`config.mk`:
```
export PLATFORM = sky130hd
export DESIGN_NAME = uart_tx_mmio
export DESIGN_NICKNAME = d
export VERILOG_FILES = /design/src/rtl/uart_tx_mmio.sv
export SDC_FILE = /design/constraint.sdc
export NUM_CORES = 1
export LEC_CHECK = 0
export BUFFER_PORTS_ARGS = -buffer_cell sky130_fd_sc_hd__buf_2
export CAP_MARGIN = 10
export CELL_PAD_IN_SITES_DETAIL_PLACEMENT = 0
export CELL_PAD_IN_SITES_GLOBAL_PLACEMENT = 1
export CORE_UTILIZATION = 39
export CTS_BUF_LIST = sky130_fd_sc_hd__clkbuf_8
export DETAILED_ROUTE_END_ITERATION = 8
export PLACE_DENSITY_LB_ADDON = 0.1
export RECOVER_POWER = 25
export SLEW_MARGIN = 20
export SYNTH_ARGS = -nofsm -noshare
export SYNTH_HDL_FRONTEND = slang
export SYNTH_SLANG_ARGS = --single-unit
```
`constraint.sdc`:
```
create_clock -name clk -period 10.25 [get_ports clk]
set_input_delay 0 -clock clk [delete_from_list [all_inputs] [get_ports clk]]
set_output_delay 0 -clock clk [all_outputs]
set_load 0.005 [all_outputs]
```
`src/rtl/uart_tx_mmio.sv`:
```
// rtl/uart_tx_mmio.sv - MMIO UART transmitter with byte FIFO; even parity bit when UART_TX_PARITY_EN is defined
module uart_tx_mmio #(
    parameter int FIFO_DEPTH  = 8,
    parameter int DEFAULT_DIV = 434
) (
    input  logic        clk,
    input  logic        reset_n,
    input  logic [7:0]  addr_i,
    input  logic        write_en_i,
    input  logic [31:0] data_i,
    output logic [31:0] data_o,
    output logic        tx_o
);
    localparam int         AW      = $clog2(FIFO_DEPTH);
    localparam logic [AW:0] DEPTH_C = (AW+1)'(FIFO_DEPTH);

    localparam logic [2:0] ST_IDLE   = 3'd0;
    localparam logic [2:0] ST_START  = 3'd1;
    localparam logic [2:0] ST_DATA   = 3'd2;
`ifdef UART_TX_PARITY_EN
    localparam logic [2:0] ST_PARITY = 3'd3;
`endif
    localparam logic [2:0] ST_STOP   = 3'd4;

    logic [7:0]    fifo_mem [FIFO_DEPTH];
    logic [AW-1:0] wr_ptr, rd_ptr;
    logic [AW:0]   count;
    logic          overflow;
    logic [15:0]   baud_div, frame_div, baud_cnt;
    logic [2:0]    state, bit_cnt;
    logic [7:0]    shift;
    logic          parity_bit;
    logic          full, empty, wr_txdata, push, pop, bit_end;
    logic [7:0]    count_byte;
    logic          unused_data_hi;

    assign full       = (count == DEPTH_C);
    assign empty      = (count == '0);
    assign wr_txdata  = write_en_i && (addr_i == 8'h00);
    assign push       = wr_txdata && !full;
    assign pop        = (state == ST_IDLE) && !empty;
    assign bit_end    = (baud_cnt == 16'd0);
    assign count_byte = 8'(count);
    assign unused_data_hi = ^data_i[31:16];

    always_ff @(posedge clk) begin
        if (push) fifo_mem[wr_ptr] <= data_i[7:0];
    end

    always_ff @(posedge clk or negedge reset_n) begin
        if (!reset_n) begin
            wr_ptr <= '0;
            rd_ptr <= '0;
            count  <= '0;
        end else begin
            if (push) wr_ptr <= wr_ptr + AW'(1);
            if (pop)  rd_ptr <= rd_ptr + AW'(1);
            case ({push, pop})
                2'b10:   count <= count + (AW+1)'(1);
                2'b01:   count <= count - (AW+1)'(1);
                default: ;
            endcase
        end
    end

    // A set wins over a clear arriving in the same cycle.
    always_ff @(posedge clk or negedge reset_n) begin
        if (!reset_n) begin
            overflow <= 1'b0;
            baud_div <= 16'(DEFAULT_DIV);
        end else begin
            if (wr_txdata && full)
                overflow <= 1'b1;
            else if (write_en_i && addr_i == 8'h04 && data_i[3])
                overflow <= 1'b0;
            if (write_en_i && addr_i == 8'h08)
                baud_div <= (data_i[15:0] == 16'd0) ? 16'd1 : data_i[15:0];
        end
    end

    // frame_div freezes the divisor for the whole frame so mid-frame writes only affect the next one.
    always_ff @(posedge clk or negedge reset_n) begin
        if (!reset_n) begin
            state      <= ST_IDLE;
            bit_cnt    <= '0;
            baud_cnt   <= '0;
            frame_div  <= 16'd1;
            shift      <= '0;
            parity_bit <= 1'b0;
        end else begin
            case (state)
                ST_IDLE: begin
                    if (!empty) begin
                        shift      <= fifo_mem[rd_ptr];
                        parity_bit <= ^fifo_mem[rd_ptr];
                        bit_cnt    <= '0;
                        baud_cnt   <= baud_div - 16'd1;
                        frame_div  <= baud_div;
                        state      <= ST_START;
                    end
                end
                ST_START: begin
                    if (bit_end) begin
                        baud_cnt <= frame_div - 16'd1;
                        state    <= ST_DATA;
                    end else begin
                        baud_cnt <= baud_cnt - 16'd1;
                    end
                end
                ST_DATA: begin
                    if (bit_end) begin
                        baud_cnt <= frame_div - 16'd1;
                        shift    <= {1'b0, shift[7:1]};
                        bit_cnt  <= bit_cnt + 3'd1;
`ifdef UART_TX_PARITY_EN
                        if (bit_cnt == 3'd7) state <= ST_PARITY;
`else
                        if (bit_cnt == 3'd7) state <= ST_STOP;
`endif
                    end else begin
                        baud_cnt <= baud_cnt - 16'd1;
                    end
                end
`ifdef UART_TX_PARITY_EN
                ST_PARITY: begin
                    if (bit_end) begin
                        baud_cnt <= frame_div - 16'd1;
                        state    <= ST_STOP;
                    end else begin
                        baud_cnt <= baud_cnt - 16'd1;
                    end
                end
`endif
                ST_STOP: begin
                    if (bit_end) state <= ST_IDLE;
                    else         baud_cnt <= baud_cnt - 16'd1;
                end
                default: state <= ST_IDLE;
            endcase
        end
    end

    // Decoded from the async-reset state so the line idles high the moment reset asserts.
    always_comb begin
        tx_o = 1'b1;
        case (state)
            ST_START:  tx_o = 1'b0;
            ST_DATA:   tx_o = shift[0];
`ifdef UART_TX_PARITY_EN
            ST_PARITY: tx_o = parity_bit;
`endif
            default:   ;
        endcase
    end

    always_comb begin
        data_o = '0;
        case (addr_i)
            8'h04:   data_o = {16'h0000, count_byte, 4'h0, overflow, empty, full, state != ST_IDLE};
            8'h08:   data_o = {16'h0000, baud_div};
            default: ;
        endcase
    end
endmodule

```
==> metrics.sh <==
CPMAXSTAGEDELAYCELL='sky130_fd_sc_hd__clkbuf_1'
RR_WORST_DEPTH=14
SYNTH.AREA.TOP_CELLS='sky130_fd_sc_hd__edfxtp_1 28%, sky130_fd_sc_hd__dfrtp_1 24%, sky130_fd_sc_hd__nand2_1 5.4%, sky130_fd_sc_hd__mux4_2 5.2%, sky130_fd_sc_hd__o21ai_0 2.9%'
CRITICAL_PATH.TOP_DELAY_FAMILY='buffers and inverters'
POSTLAYOUTCOREUTIL_PCT=45.8
CLOCK_SKEW_AFTER_LAYOUT_NS=0.0109
CTS-ROOT-BUF='sky130_fd_sc_hd__clkbuf_8'
FINAL-MAX-SLEW-VIOLATION-COUNT=74
GLOBALROUTETOTALUTIL_PCT=19.5
POST_SYNTH_INSTANCE_AREA_UM2=6980
DIE_W_UM=136
FAILED_CHECKS='max-capacitance violations, max-slew violations'
FINAL_HOLD_FAILS=0
POST_ROUTE_CELLS_DRIVE_ABOVE_1_SHARE_PCT=17.2
WIRELENGTH_UM=16600
ANTENNA_VIOLATIONS_BEFORE_REPAIR=0
SYNTH_MOST_COMMON_CELL='sky130_fd_sc_hd__nand2_1'
NUM_ANTENNA_CELLS=0
UNREPAIRED_SETUP_ENDPOINTS_AFTER_GLOBAL_ROUTING='false'
CRIT_PATH_MAX_INCR_DELAY_NS=2.89
PATH_CELLS='dlygate4sd3_1, clkbuf_1'
PATH_DEPTH=2
TOTAL_BUFFERS_AND_INVERTERS_TRAVERSED_BY_THE_CRITICAL_PATH=2
CTS.CLK_SLEW.WORST_PATHS_NS=0.09
TRITONCTS_CLOCK_TREE='built'
ROUTE.DETAILED.DRC=0
WORST-SLEW-PIN-TRANSITION_NS=4.17
NETLIST.TOP_CELL.BY_AREA='sky130_fd_sc_hd__edfxtp_1'
YS_SEQ_AREA_SHARE_PCT=53.8
GRT_PASS1_WL_UM=26600
SYNTH_ENABLE_FLOP_CELLS=64
PATH_MAX_FANOUT=73
YOSYS-TOP-CELLS-COUNT='100 x sky130_fd_sc_hd__nand2_1, 67 x sky130_fd_sc_hd__dfrtp_1, 64 x sky130_fd_sc_hd__edfxtp_1, 41 x sky130_fd_sc_hd__o21ai_0, 35 x sky130_fd_sc_hd__nor2_1'
WORSTHOLDPATHTYPE='in -> reg'
GRT.OVERFLOW.TOTAL=0
PERIOD_SHARE_PCT=38.1
SYNTH_SEQ_CELLS=137
ARRIVAL_NS=3.49
SYNTH_CELL_TYPES=68
REPORT.FINAL.SETUP_VIOL=0
WIRE_PER_INST_UM=18.1
CRIT_TYPE='in -> async'
PORTBUFFERS=43
FLOORPLAN.INITIALDENSITY_PCT=40.2
FIRST_GLOBAL_VIAS=4920
IR_DROP_V=0.000130
H-TREE-DEPTH=4
CTS.REPAIR.RESIZED=0
OUTCOME='finished, violations left'
PLACE_CONGESTION=0.793
FINAL_PERIOD_MINUS_WORST_SETUP_SLACK_NS=3.90
CLOCK-SINKS=137
SYNTH_TOP_FLOP_CELL='sky130_fd_sc_hd__dfrtp_1'
FINALNETCOUNT=730
WORSTPATHREQUIRED_NS=9.84
TOTALNEGATIVESETUPSLACK_NS=0
REGTOREGENDPOINT='count[2]'
DETAIL_ROUTE.FIRST_PASS.ITERATIONS=5
FILLERINSTANCES=1629
AREAGROWTHSYNTHTOFINISH_PCT=14.1
MAX_CAP_VIOL_COUNT=1
END_KIND='asynchronous set/reset pin'
DIE_HT_UM=136
STATIC-LEAKAGE-POWER_uW=0.00330
ROW_COUNT=48
POSTCTSSETUPREPAIRBUFS=0
MAXSLEWHEADROOM_PCT=-178
DR.FIRST_ITER.DRC_COUNT=325
CRIT_PATH_START_KIND='primary input'
POWER.DENSITY_CELL_AREA_nW_PER_UM2=238
TOP_LEVEL_PORTS=76
SYN-INSTANCE-COUNT=622
DP_HPWL_UM=11300
SYNTH_WARNINGS=0
HOLDBUFCOUNTCTS=21
CTS-BUFFERS-INSERTED=17
WORSTREG2REGSTART='baud_cnt[0]'
SYN-MEAN-INSTANCE-AREA_UM2=11.2
MAXIMUM_NUMBER_OF_PINS_ON_ONE_NET_BEFORE_GLOBAL_ROUTE_REPAIR=74
CORE-AREA_UM2=17400
VIAS_PER_CELL=5.42
SYNTH_LARGEST_TYPE_AREA_FRACTION_PCT=27.5
POSTROUTEANTENNANETS=0
YS_ASYNC_SR_FRACTION_PCT=53.3
WORST_SKEW_PAIR.LATE_LATENCY_NS=0.45
CLOCK.FMAX_MHz=256
CTS_MAX_PATH_BUFFERS=2
REG2REG_SLACK_NS=6.43
CRIT_START='reset_n'
DETAILROUTE.VIA_COUNT=4956
WORST_SETUP_PATH_ENDPOINT='baud_div[11]'
FP.DIEAREA_UM2=18400
==> worst register-to-register path, cell delays in order, from the launching register on <==
cell	delay [ns]
sky130_fd_sc_hd__dfrtp_1	0.41
sky130_fd_sc_hd__inv_1	0.09
sky130_fd_sc_hd__ha_1	0.40
sky130_fd_sc_hd__nor4b_1	0.48
sky130_fd_sc_hd__nand4b_4	0.23
sky130_fd_sc_hd__a22o_1	0.48
sky130_fd_sc_hd__nand2_1	0.17
sky130_fd_sc_hd__inv_2	0.21
sky130_fd_sc_hd__ha_1	0.37
sky130_fd_sc_hd__xor2_1	0.18
sky130_fd_sc_hd__ha_1	0.20
sky130_fd_sc_hd__a21oi_1	0.14
sky130_fd_sc_hd__xor2_1	0.15
sky130_fd_sc_hd__nor2_1	0.06
sky130_fd_sc_hd__xor2_1	0.14
==> registers in the layout, indices dropped and copies added (netlist names), 3 cells and up <==
name / count
frame_div: 16
count: 4
baud_cnt: 16
shift: 8
fifo_mem: 64
wr_ptr: 3
rd_ptr: 3
bit_cnt: 3
baud_div: 16
state: 3
==> worst min path at each step <==
stage | from | to | depth (start not counted)
after floorplan | reset_n | baud_cnt[0] | 0
after global placement | reset_n | shift[1] | 1
after detailed placement | reset_n | shift[2] | 1
after CTS | reset_n | bit_cnt[0] | 2
after global routing | data_i[14] | baud_div[14] | 3
final | data_i[15] | baud_div[15] | 3
==> cells by family after synthesis <==
logic type | synth area share (%)
AO/OA/AOI/OAI | 10.7
adder cells (fa/ha/maj) | 1.79
multiplexers | 7.26
flip-flops | 53.8
buffers and inverters | 4.66
other | 0.0538
AND/OR/NAND/NOR | 16.9
XOR/XNOR | 4.77
==> metal layers <==
layer  track usage (%)  up-vias  wire [um]
li1                  -     2358          -
met1              28.1     2425       8080
met2              28.5      150       7360
met3              4.26       23        848
met4              7.30        0        288
met5                 0        -          0
==> cell type report <==
cell class / instances / area (um^2) / area share [%]
Tap cell: 225 / 282 / 3.54
Timing Repair Buffer: 71 / 467 / 5.86
Multi-Input combinational cell: 439 / 2950 / 37.1
Clock inverter: 15 / 226 / 2.85
Clock buffer: 17 / 234 / 2.94
Sequential cell: 137 / 3760 / 47.2
Inverter: 11 / 41.3 / 0.519
==> metrics by stage <==
step	power [uW]	hold slack, ns	setup WS [ns]	instances	instance area, um^2
3_5_place_dp	1400	0.221	6.41	862	7300
4_1_cts	1910	0.271	6.37	915	7970
3_3_place_gp	1380	0.215	6.43	862	7300
2_1_floorplan	1240	-0.296	6.87	637	7030
6_report	1900	0.315	6.35	915	7960
5_1_grt	2020	0.295	5.53	915	7960
==> power breakdown <==
| part | internal [uW] | switching, uW | total, uW |
|---|---|---|---|
| clock | 257 | 252 | 509 |
| combinational | 276 | 345 | 622 |
| sequential | 655 | 111 | 766 |
==> layout by cell type (no fill, tap or decap), types with 18 or more instances in the layout <==
master / count
sky130_fd_sc_hd__xor2_1: 18
sky130_fd_sc_hd__buf_2: 34
sky130_fd_sc_hd__nor2_1: 35
sky130_fd_sc_hd__dfrtp_1: 67
sky130_fd_sc_hd__nand2_1: 100
sky130_fd_sc_hd__dlygate4sd3_1: 21
sky130_fd_sc_hd__xnor2_1: 20
sky130_fd_sc_hd__nor3_1: 22
sky130_fd_sc_hd__a21oi_1: 18
sky130_fd_sc_hd__o21ai_0: 41
sky130_fd_sc_hd__a22o_1: 21
sky130_fd_sc_hd__edfxtp_1: 64
(Power assumes the default switching activity.)
